File: src/rtl/hqm_aw_lifo_pop_arb.sv
// ---------------------------------------------------------------------------
// hqm_aw_lifo_pop_arb
//
// Round-robin pop scheduler that shares one LIFO free-list among NUM_REQ
// requesters plus a single push (return) port. At most one pop is issued per
// cycle. The granted requester id rides a RD_LAT-deep tracking pipe, so the
// popped entry comes back tagged with the requester id that asked for it.
//
// Parameters
//   NUM_REQ  number of pop requesters (>= 2)
//   DWIDTH   LIFO entry width
//   RD_LAT   cycles from lifo_pop_o to valid lifo_pop_data_i (>= 1)
//   IDW      requester id width (derived)
//
// Ports
//   clk_i             clock
//   rst_n_i           asynchronous active-low reset
//   cfg_req_mask_i    1 = requester enabled; masked requesters never win
//   req_v_i           per-requester pop request, held until granted
//   req_gnt_o         one-hot combinational grant (pop taken this cycle)
//   push_v_i          return an entry to the free-list
//   push_data_i       returned entry
//   push_rdy_o        push accepted when push_v_i & push_rdy_o
//   rsp_v_o           popped data valid
//   rsp_id_o          requester id owning rsp_data_o
//   rsp_data_o        popped entry (zero when rsp_v_o is low)
//   lifo_push_o       push strobe to LIFO control
//   lifo_push_data_o  push data to LIFO control
//   lifo_pop_o        pop strobe to LIFO control
//   lifo_pop_data_i   pop data from LIFO control, RD_LAT cycles after pop
//   lifo_full_i       LIFO full flag (flopped in LIFO control)
//   lifo_empty_i      LIFO empty flag (flopped in LIFO control)
//   status_idle_o     nothing eligible and nothing in flight
//   error_ovf_o       one-cycle pulse: push attempted while full (dropped)
// ---------------------------------------------------------------------------
module hqm_aw_lifo_pop_arb #(
    parameter int unsigned NUM_REQ = 4,
    parameter int unsigned DWIDTH  = 16,
    parameter int unsigned RD_LAT  = 2,
    localparam int unsigned IDW    = $clog2(NUM_REQ)
) (
    input  logic               clk_i,
    input  logic               rst_n_i,
    input  logic [NUM_REQ-1:0] cfg_req_mask_i,
    input  logic [NUM_REQ-1:0] req_v_i,
    output logic [NUM_REQ-1:0] req_gnt_o,
    input  logic               push_v_i,
    input  logic [DWIDTH-1:0]  push_data_i,
    output logic               push_rdy_o,
    output logic               rsp_v_o,
    output logic [IDW-1:0]     rsp_id_o,
    output logic [DWIDTH-1:0]  rsp_data_o,
    output logic               lifo_push_o,
    output logic [DWIDTH-1:0]  lifo_push_data_o,
    output logic               lifo_pop_o,
    input  logic [DWIDTH-1:0]  lifo_pop_data_i,
    input  logic               lifo_full_i,
    input  logic               lifo_empty_i,
    output logic               status_idle_o,
    output logic               error_ovf_o
);

    localparam logic [IDW-1:0] RR_RESET = IDW'(NUM_REQ - 1);

    logic [NUM_REQ-1:0] elig;
    logic [NUM_REQ-1:0] gnt;
    logic [IDW-1:0]     gnt_id;
    logic               gnt_any;

    logic [IDW-1:0]     rr_ptr_q;
    logic [IDW-1:0]     rr_ptr_d;

    logic [RD_LAT-1:0]  pipe_v_q;
    logic [IDW-1:0]     pipe_id_q [RD_LAT];

    assign elig = req_v_i & cfg_req_mask_i;

    // Round-robin search starting one past the last winner. The empty flag
    // is flopped in the LIFO and updates the cycle after a pop, so gating on
    // it here is enough to keep the LIFO from ever underflowing. The grant is
    // also held off while in reset so no pop can leak out of a reset window.
    always_comb begin
        int unsigned cand;
        logic        found;
        cand   = 0;
        found  = 1'b0;
        gnt    = '0;
        gnt_id = '0;
        if (rst_n_i && !lifo_empty_i) begin
            for (int unsigned i = 1; i <= NUM_REQ; i++) begin
                cand = 32'(rr_ptr_q) + i;
                if (cand >= NUM_REQ) begin
                    cand = cand - NUM_REQ;
                end
                if (!found && elig[cand[IDW-1:0]]) begin
                    found                 = 1'b1;
                    gnt[cand[IDW-1:0]]    = 1'b1;
                    gnt_id                = cand[IDW-1:0];
                end
            end
        end
    end

    assign gnt_any  = |gnt;
    assign rr_ptr_d = gnt_any ? gnt_id : rr_ptr_q;

    always_ff @(posedge clk_i or negedge rst_n_i) begin
        if (!rst_n_i) begin
            rr_ptr_q <= RR_RESET;
        end else begin
            rr_ptr_q <= rr_ptr_d;
        end
    end

    // Tracking pipe: stage 0 captures the pop and its owner; the last stage
    // lines up with lifo_pop_data_i, so responses leave in grant order.
    always_ff @(posedge clk_i or negedge rst_n_i) begin
        if (!rst_n_i) begin
            pipe_v_q <= '0;
            for (int unsigned s = 0; s < RD_LAT; s++) begin
                pipe_id_q[s] <= '0;
            end
        end else begin
            pipe_v_q[0]  <= gnt_any;
            pipe_id_q[0] <= gnt_id;
            for (int unsigned s = 1; s < RD_LAT; s++) begin
                pipe_v_q[s]  <= pipe_v_q[s-1];
                pipe_id_q[s] <= pipe_id_q[s-1];
            end
        end
    end

    assign req_gnt_o  = gnt;
    assign lifo_pop_o = gnt_any;

    assign rsp_v_o    = pipe_v_q[RD_LAT-1];
    assign rsp_id_o   = pipe_id_q[RD_LAT-1];
    assign rsp_data_o = pipe_v_q[RD_LAT-1] ? lifo_pop_data_i : '0;

    // A push coinciding with a pop is forwarded unchanged; the LIFO decides
    // that the pushed entry is what the pop returns.
    assign push_rdy_o       = ~lifo_full_i;
    assign lifo_push_o      = push_v_i & ~lifo_full_i;
    assign lifo_push_data_o = push_data_i;
    assign error_ovf_o      = push_v_i & lifo_full_i;

    assign status_idle_o = ~(|elig) & ~(|pipe_v_q);

endmodule

File: config.mk
export PLATFORM = sky130hd
export DESIGN_NAME = hqm_aw_lifo_pop_arb
export DESIGN_NICKNAME = d
export VERILOG_FILES = /design/src/rtl/hqm_aw_lifo_pop_arb.sv
export SDC_FILE = /design/constraint.sdc
export NUM_CORES = 1
export LEC_CHECK = 0
export ABC_AREA = 1
export BUFFER_PORTS_ARGS = -buffer_cell sky130_fd_sc_hd__buf_2
export CAP_MARGIN = 20
export CORE_ASPECT_RATIO = 0.5
export CORE_MARGIN = 2
export CORE_UTILIZATION = 40
export DETAILED_ROUTE_END_ITERATION = 8
export MAX_ROUTING_LAYER = met4
export PLACE_DENSITY = 0.9
export SLEW_MARGIN = 25
export SYNTH_ARGS = -nofsm -noshare
export SYNTH_HDL_FRONTEND = slang
export SYNTH_SLANG_ARGS = --single-unit
File: constraint.sdc
create_clock -name clk_i -period 3.3 [get_ports clk_i]
set_input_delay 0.66 -clock clk_i [delete_from_list [all_inputs] [get_ports clk_i]]
set_output_delay 0.66 -clock clk_i [all_outputs]
set_load 0.05 [all_outputs]
==> results of run 1 <==
-- what timing repair did --
item                                    4_1_cts  5_1_grt
setup buffers                                 0        2
resized for setup                             0        4
endpoints found under the hold margin         0        0
endpoints found under the setup margin        0        5
-- worst max-delay path, stage by stage (launching register included) --
cell	delay, ns
dfstp_2	0.64
inv_2	0.13
ha_4	0.31
inv_1	0.07
nand3_1	0.10
nand2_2	0.11
nand3_4	0.12
nor2_1	0.05
nor2_1	0.11
nand2_1	0.08
o21ai_1	0.18
nand2_2	0.10
buf_4	0.19
-- cells in the mapped netlist, types with 2 or more instances --
master | n | area share (%)
nand2_4 | 2 | 2.0
dfstp_2 | 2 | 4.7
inv_2 | 3 | 1.0
nand3_1 | 15 | 6.7
dfrtp_1 | 6 | 13
nand2_2 | 10 | 5.6
nand4_1 | 5 | 2.8
clkbuf_1 | 2 | 0.67
ha_1 | 8 | 8.9
buf_4 | 18 | 12
nand2_1 | 55 | 18
nand3_2 | 4 | 3.6
nor2_1 | 13 | 4.3
o21ai_0 | 2 | 0.89
inv_1 | 30 | 10
-- through the flow --
stage / instances / total power, uW / setup WS, ns / util (%)
final: 259 / 1332 / 0.2212 / 52.42
after global routing: 259 / 1426 / 0.08032 / 52.42
after CTS: 257 / 1272 / 0.01293 / 51.28
after detailed placement: 254 / 1150 / 0.2558 / 49.72
after global placement: 254 / 1135 / 0.3587 / 49.72
after floorplan: 181 / 1006 / 0.002861 / -
-- cells in the final DEF (no fill, tap or decap), drive strengths merged --
| cell type | n |
|---|---|
| nand2 | 67 |
| buf | 58 |
| inv | 33 |
| nand3 | 20 |
| nor2 | 14 |
| ha | 8 |
| dfrtp | 6 |
| nand4 | 5 |
| clkbuf | 3 |
| o21ai | 3 |
| dfstp | 2 |
| nor3 | 1 |
| o211ai | 1 |
| a21oi | 1 |
-- routing by layer --
layer	up-vias	track usage, %
met5	-	-
met4	0	2.069
met3	4	2.174
met2	58	31.02
met1	541	23.17
li1	615	-
-- power breakdown --
part	internal, uW	total [uW]	switching, uW
Clock	78.7	113	34.2
Combinational	296	1030	732
Sequential	141	191	49.6
Total	516	1330	816
-- state kept, by name (all words and copies together) (netlist names) --
signal     count
pipe_id_q      2
pipe_v_q       2
rsp_id_o       2
rr_ptr_q       2
-- worst paths after layout --
path,startpoint,to,slack (ns),cells after the start
worst max-delay path,rr_ptr_q[1]$_DFFE_PN1P_,lifo_pop_o,0.22,12
worst min-delay path,rst_n_i,rsp_id_o[1]$_DFF_PN0_,0.27,1
worst max register to register,rr_ptr_q[1]$_DFFE_PN1P_,rr_ptr_q[1]$_DFFE_PN1P_,1.09,13
worst min register to register,pipe_id_q[3]$_DFF_PN0_,rsp_id_o[1]$_DFF_PN0_,0.36,0
max in group asynchronous,rst_n_i,rr_ptr_q[0]$_DFFE_PN1P_,2.79,1
min in group clk_i,pipe_id_q[3]$_DFF_PN0_,rsp_id_o[1]$_DFF_PN0_,0.36,0
-- cell families (layout without fill, tap and decap cells) --
family	count (synthesis)	in the layout
DFF	8	8
adders and majority gates	8	8
and+or+nand+nor	107	107
buffers and inverters	53	94
AOI/OAI and AO/OA	5	5
-- layout make-up --
| class | instances | area, um2 | share of cell area, % |
|---|---|---|---|
| multi-input cells | 120 | 669.4 | 48.46 |
| repair buffers | 58 | 297.8 | 21.56 |
| flip-flops and latches | 8 | 202.7 | 14.67 |
| inverters | 33 | 123.9 | 8.967 |
| well taps | 37 | 46.29 | 3.351 |
| clock buffers | 3 | 41.29 | 2.989 |
==> results.sh, run 1 <==
export IMPL_status="completed"
export IMPL_synth_edf_count=0
export IMPL_track_usage_pct=17.84
export IMPL_finalClockSkew_ns=0.001598
export IMPL_min_period_ns=3.079
export IMPL_synth_seq_cells=8
export IMPL_cts_sinks=8
export IMPL_wl_met2_um=1459
export IMPL_ys_types=21
export IMPL_async_reset_ff_share_pct=100.0
export IMPL_ioPinCount=89
export IMPL_relSlewSlack_pct=66.98
export IMPL_nets=277
export IMPL_synth_compound_area_share_pct=2.444
export IMPL_ant_nets=0
export IMPL_routed_wl_um=3088
export IMPL_placedInstanceArea_um2=1310
export IMPL_first_pass_iters=4
export IMPL_min_path_type="in -> async"
export IMPL_synth_flop_cell="dfrtp_1"
export IMPL_totalNegativeSetupSlack_ns=0
export IMPL_yosys_area_share_simple_pct=47.00
export IMPL_die_x_um=79.04
export IMPL_core_um2=2635
export IMPL_wl_met1_um=1377
export IMPL_synth_fa_ha_area_share_pct=8.889
export IMPL_cp_start_kind="flip-flop"
export IMPL_yosys_warnings=0
export IMPL_antenna_found_initial=0
export IMPL_cp_required_ns=2.64
export IMPL_setup_violations_final=0
export IMPL_power_density_nw_per_um2=964.2
export IMPL_h_tree_depth=1
export IMPL_viasPerCell=4.703
export IMPL_tightest_slew_ns=0.4953
export IMPL_grt_overflow=0
export IMPL_die_area_um2=3282
export IMPL_portBuffers=56
export IMPL_vias=1218
export IMPL_clk_pin_slew_ns=0.04
export IMPL_critPathMaxFanout=10
export IMPL_drive_gt1_share_pct=38.74
export IMPL_muxShareOfSynthArea_pct=0
export IMPL_cts_tree="built"
export IMPL_syn_nets=234
export IMPL_route_top_layer_used="met4"
export IMPL_stdcell_area_um2=1381
export IMPL_hold_viol_final=0
export IMPL_antennaDiodeCount=0
export IMPL_wl_met3_um=236
export IMPL_numCtsBuffers=3
export IMPL_ir_worst_vdd_mv=0.2764
export IMPL_netlist_instances=181
export IMPL_initial_core_util_pct=42.74
export IMPL_grt_max_degree=19
export IMPL_die_h_um=41.52
export IMPL_rsz0062_at_grt="false"
export IMPL_drv_cap=0
export IMPL_rows=13
export IMPL_leakage_uw=0.0009634
export IMPL_route_detailed_drc=0
export IMPL_synth_top_family_by_area="simple AND/OR/NAND/NOR gates"
export IMPL_place_congestion=0.9336
export IMPL_dp_hpwl_um=2501
export IMPL_netlist_area_um2=1126
export IMPL_wire_per_inst_um=11.92
export IMPL_critPathCaptureType="output pin"
export IMPL_grt_pass1_wl_um=4678
export IMPL_cts_hold_buf=0
export IMPL_clock_root_buffer="clkbuf_8"
export IMPL_synth_xor_area_share_pct=0
export IMPL_slew_violations=0
export IMPL_finalCritPeriodShare_pct=93.30
export IMPL_hold_ws_ns=0.2743
export IMPL_ys_seq_area_share_pct=18.00
export IMPL_crit_type="reg -> out"
export IMPL_drt_iter0_markers=61
export IMPL_clock_path_buffers=2
export IMPL_grt_pass1_vias=1055
export IMPL_fmax_mhz=324.8
export IMPL_clock_latency_ns=0.22
export IMPL_avgSynthCellArea_um2=6.221
export IMPL_n_fill_cell=268
export IMPL_syn_to_final_growth_pct=22.67
export IMPL_crit_arrival_ns=2.42
(Power assumes the default switching activity.)
==> inputs of run 2 (changes only) <==
--- a/config.mk
+++ b/config.mk
@@ -14,4 +14,4 @@
 export DETAILED_ROUTE_END_ITERATION = 8
-export MAX_ROUTING_LAYER = met4
 export PLACE_DENSITY = 0.9
+export SKIP_CTS_REPAIR_TIMING = 1
 export SLEW_MARGIN = 25
==> constraint.sdc (replaced) <==
create_clock -name clk_i -period 3.3 [get_ports clk_i]
set_input_delay 0.99 -clock clk_i [delete_from_list [all_inputs] [get_ports clk_i]]
set_output_delay 0.99 -clock clk_i [all_outputs]
set_load 0.05 [all_outputs]
==> results.sh, run 2 (synthesis results as in run 1) <==
export IMPL_clock_path_buffers=2
export IMPL_cts_tree="built"
export IMPL_power_density_nw_per_um2=974.3
export IMPL_ioPinCount=89
export IMPL_reg2reg_depth=14
export IMPL_h_tree_depth=1
export IMPL_layout_commonest_cell="buf_2"
export IMPL_grt_pass1_vias=1141
export IMPL_hold_viol_final=0
export IMPL_ant_nets=0
export IMPL_crit_family="simple AND/OR/NAND/NOR gates"
export IMPL_leakage_uw=0.001006
export IMPL_clk_pin_slew_ns=0.04
export IMPL_die_area_um2=3282
export IMPL_cp_startpoint="req_v_i[0]"
export IMPL_timing_rr_start="rr_ptr_q[1]$_DFFE_PN1P_"
export IMPL_vias=1253
export IMPL_slew_violations=0
export IMPL_die_x_um=79.04
export IMPL_finalCritPeriodShare_pct=97.34
export IMPL_crit_slowest_cell="o21ai_1"
export IMPL_core_um2=2635
export IMPL_hold_ws_ns=0.3418
export IMPL_slowest_delay_ns=0.16
export IMPL_crit_buf_inv=2
export IMPL_drive_gt1_share_pct=43.42
export IMPL_setup_violations_final=0
export IMPL_dp_slack_ns=-0.01730
export IMPL_finalClockSkew_ns=0.005286
export IMPL_routed_wl_um=3163
export IMPL_grt_max_degree=19
export IMPL_track_usage_pct=18.30
export IMPL_r2r_end="rr_ptr_q[1]$_DFFE_PN1P_"
export IMPL_cp_start_kind="input port"
export IMPL_syn_to_final_growth_pct=30.78
export IMPL_most_common_layout_cells="buf_2, nand2_1, inv_1, nand3_1, nor2_1"
export IMPL_fmax_mhz=311.3
export IMPL_cp_depth=11
export IMPL_hold_depth=0
export IMPL_crit_arrival_ns=2.22
export IMPL_drv_cap=0
export IMPL_path_cells="buf_2, nand3_1, nand3_1, nand2_2, nand3_1, nand2_1, nor2_1, nand2_1, o21ai_1, nand2_2, buf_8"
export IMPL_critPathMaxFanout=6
export IMPL_setup_ws_ns=0.08771
export IMPL_clock_latency_ns=0.23
export IMPL_antennaDiodeCount=0
export IMPL_min_path_type="reg -> reg"
export IMPL_holdCritStartpoint="pipe_id_q[2]$_DFF_PN0_"
export IMPL_grt_pass1_wl_um=5002
export IMPL_route_detailed_drc=0
export IMPL_r2r_slack_ns=1.15
export IMPL_rows=13
export IMPL_min_period_ns=3.212
export IMPL_numCtsBuffers=3
export IMPL_drt_iter0_markers=46
export IMPL_dp_hpwl_um=2534
export IMPL_place_congestion=0.9387
export IMPL_wire_per_inst_um=11.94
export IMPL_path_common_cell="nand3_1"
export IMPL_critPathCaptureType="output pin"
export IMPL_relSlewSlack_pct=66.77
export IMPL_crit_type="in -> out"
export IMPL_cts_sinks=8
export IMPL_viasPerCell=4.728
export IMPL_tightest_slew_ns=0.4985
export IMPL_ir_worst_vdd_mv=0.4588
export IMPL_first_pass_iters=4
export IMPL_antenna_found_initial=0
export IMPL_status="completed"
export IMPL_grt_overflow=0
export IMPL_min_to="rsp_id_o[0]$_DFF_PN0_"
export IMPL_power_uw=1435
export IMPL_clock_root_buffer="clkbuf_8"
export IMPL_nets=282
export IMPL_cp_required_ns=2.31
export IMPL_die_h_um=41.52
export IMPL_portBuffers=56
export IMPL_initial_core_util_pct=42.74
-- run 2: cell types whose count changed in the layout (fill, tap and decap cells not counted), sizes merged --
cell,change
clkbuf,+1
buf,+5
-- run 2: power by group --
group,internal (uW),switching [uW]
sequential,140,27.3
combinational,350,796
clock,83.7,37.7
-- run 2: metal layers --
layer  wire length (um)  GRT usage, %  part of all wire [%]
met3                290         1.739                   9.2
met5                  0             0                     0
met1               1259         23.56                    40
met4                 51         6.207                   1.6
met2               1562         32.37                    49
-- run 2: worst max-delay path by stage --
stage	endpoint	slack (ns)
floorplan	status_idle_o	0.09
global placement	lifo_pop_o	0.04
detailed placement	lifo_pop_o	-0.02
CTS	lifo_pop_o	-0.02
global route	lifo_pop_o	-0.03
finish	lifo_pop_o	0.09
-- run 2: final cells by class --
cell class              count  area [um2]
well taps                  37       46.29
fillers                   271        1162
inverters                  33       126.4
clock buffers               4       45.04
multi-input cells         120       709.4
flip-flops and latches      8       202.7
repair buffers             63       342.8
-- run 2: worst reg2reg max path, stage by stage, from the launching register on --
cell,delay [ns]
dfstp_2,0.53
inv_1,0.08
ha_4,0.32
inv_4,0.05
nand3_1,0.09
nand2_2,0.12
nand3_1,0.11
nand2_1,0.05
nor2_1,0.11
nand2_1,0.09
o21ai_1,0.16
nand2_2,0.10
buf_4,0.15
nand2_1,0.05
nand2_1,0.05
-- run 2: per-stage QoR --
| stage | TNS [ns] | instances | instance area (um2) | util [%] |
|---|---|---|---|---|
| 2_1_floorplan | 0 | 181 | 1131 | - |
| 3_3_place_gp | 0 | 261 | 1368 | 51.90 |
| 3_5_place_dp | -0.01730 | 261 | 1368 | 51.90 |
| 4_1_cts | -0.02110 | 265 | 1413 | 53.61 |
| 5_1_grt | -0.02772 | 265 | 1473 | 55.89 |
| 6_report | 0 | 265 | 1473 | 55.89 |
==> inputs of run 3 (changes only) <==
Settings changed: REMOVE_ABC_BUFFERS from default to 1, SLEW_MARGIN 25 to default.
==> results.sh, run 3 (synthesis results as in run 1) <==
export IMPL_status="completed"
export IMPL_die_area_um2=3282
export IMPL_crit_arrival_ns=2.22
export IMPL_ant_nets=0
export IMPL_reg2reg_depth=12
export IMPL_cp_start_kind="input port"
export IMPL_final_instance_count_excl_fill=264
export IMPL_cts_sinks=8
export IMPL_crit_family="simple AND/OR/NAND/NOR gates"
export IMPL_grtUsageMet3_pct=10.00
export IMPL_drive_gt1_share_pct=42.73
export IMPL_route_detailed_drc=0
export IMPL_hold_depth=0
export IMPL_portBuffers=56
export IMPL_layout_commonest_cell="buf_2"
export IMPL_h_tree_depth=1
export IMPL_rows=13
export IMPL_grt_pass1_vias=1179
export IMPL_stdcell_area_um2=1451
export IMPL_crit_slowest_cell="buf_8"
export IMPL_ioPinCount=89
export IMPL_placed_cells=259
export IMPL_track_usage_pct=18.70
export IMPL_crit_type="in -> out"
export IMPL_slowest_delay_ns=0.15
export IMPL_gr_usage_met1_pct=19.33
export IMPL_wire_per_inst_um=11.87
export IMPL_slew_violations=0
export IMPL_critPathCaptureType="output pin"
export IMPL_min_path_type="reg -> reg"
export IMPL_busiest_layer="met2"
export IMPL_place_congestion=0.9235
export IMPL_numCtsBuffers=3
export IMPL_drt_iter0_markers=43
export IMPL_critPathMaxFanout=7
export IMPL_core_um2=2635
export IMPL_tightest_slew_ns=0.5006
export IMPL_crit_buf_inv=3
export IMPL_first_pass_iters=4
export IMPL_syn_to_final_growth_pct=28.89
export IMPL_cp_required_ns=2.31
export IMPL_nets=282
export IMPL_setup_violations_final=0
export IMPL_leakage_uw=0.0009897
export IMPL_grt_use_met2_pct=31.02
export IMPL_n_fill_cell=241
export IMPL_hold_viol_final=0
export IMPL_clock_latency_ns=0.23
export IMPL_vias=1291
export IMPL_grt_overflow=0
export IMPL_fmax_mhz=311.2
export IMPL_grt_max_degree=19
export IMPL_drv_cap=0
export IMPL_antenna_found_initial=0
export IMPL_most_common_layout_cells="buf_2, nand2_1, inv_1, nor2_1"
export IMPL_placedInstanceArea_um2=1348
export IMPL_min_period_ns=3.214
export IMPL_finalCritPeriodShare_pct=97.39
export IMPL_power_density_nw_per_um2=965.9
export IMPL_finalClockSkew_ns=0.001494
export IMPL_antennaDiodeCount=0
export IMPL_path_common_cell="nand2_2"
export IMPL_relSlewSlack_pct=66.63
export IMPL_grt_pass1_wl_um=4871
export IMPL_clk_pin_slew_ns=0.04
export IMPL_viasPerCell=4.890
export IMPL_clock_root_buffer="clkbuf_8"
export IMPL_routed_wl_um=3133
export IMPL_clock_path_buffers=2
export IMPL_die_h_um=41.52
export IMPL_die_x_um=79.04
export IMPL_initial_core_util_pct=42.74
export IMPL_dp_hpwl_um=2462
export IMPL_path_cells="buf_2, nand3_2, nand2_2, nand2_2, nand2_4, nor2_8, nand4_1, nand2_1, nand2_1, nand2_2, inv_2, nand2_2, buf_8"
export IMPL_cts_tree="built"
export IMPL_r2r_slack_ns=1.31
export IMPL_ir_worst_vdd_mv=0.2930
export IMPL_utilization_pct=55.08
export IMPL_cp_depth=13
## run 3: routing by layer
metal | up-vias | share of wire (%) | wire length (um)
met5 | - | 0 | 0
met1 | 567 | 37 | 1170
met3 | 2 | 15 | 479
li1 | 622 | - | -
met4 | 0 | 0.86 | 27
met2 | 100 | 46 | 1456
## run 3: path summary, 6_finish.rpt
kind,from,endpoint
hold / removal,pipe_id_q[2]$_DFF_PN0_,rsp_id_o[0]$_DFF_PN0_
hold reg to reg,pipe_id_q[2]$_DFF_PN0_,rsp_id_o[0]$_DFF_PN0_
setup / recovery,req_v_i[2],lifo_pop_o
min in group asynchronous,rst_n_i,pipe_id_q[2]$_DFF_PN0_
setup reg to reg,rr_ptr_q[0]$_DFFE_PN1P_,rr_ptr_q[1]$_DFFE_PN1P_
max in group asynchronous,rst_n_i,rr_ptr_q[1]$_DFFE_PN1P_
## run 3: where the power goes
group          switching, uW  internal [uW]  total (uW)
clock network           35.4           78.7         114
registers               26.1            140         166
logic                    771            351        1120
total                    832            570        1400
## run 3: stage by stage
| stage | TNS [ns] | hold slack [ns] | power (uW) | setup WS [ns] |
|---|---|---|---|---|
| 2_1_floorplan | -0.3271 | 0.3312 | 940.9 | -0.3271 |
| 3_3_place_gp | 0 | 0.3335 | 1156 | 0.01966 |
| 3_5_place_dp | -0.04597 | 0.3427 | 1183 | -0.04597 |
| 4_1_cts | -0.07951 | 0.3515 | 1302 | -0.07951 |
| 5_1_grt | -0.07431 | 0.3570 | 1517 | -0.04170 |
| 6_report | 0 | 0.3496 | 1402 | 0.08615 |
## run 3: cell type report
cell class | instances | area [um2] | area share [%]
multi-input combinational | 120 | 694.4 | 47.84
sequential | 8 | 202.7 | 13.97
tap | 37 | 46.29 | 3.190
timing repair buffer | 63 | 342.8 | 23.62
clock buffer | 3 | 41.29 | 2.845
inverter | 33 | 123.9 | 8.535
## run 3: worst reg2reg max path, stage by stage (launching register included)
cell and delay (ns):
dfstp_2 0.53, inv_2 0.05, ha_4 0.25, inv_2 0.08
nand3_1 0.09, nand2_2 0.15, buf_4 0.13, nand2_1 0.06
o211ai_1 0.15, o21ai_0 0.11, a21oi_1 0.18, nand2_1 0.08
nand2_1 0.07
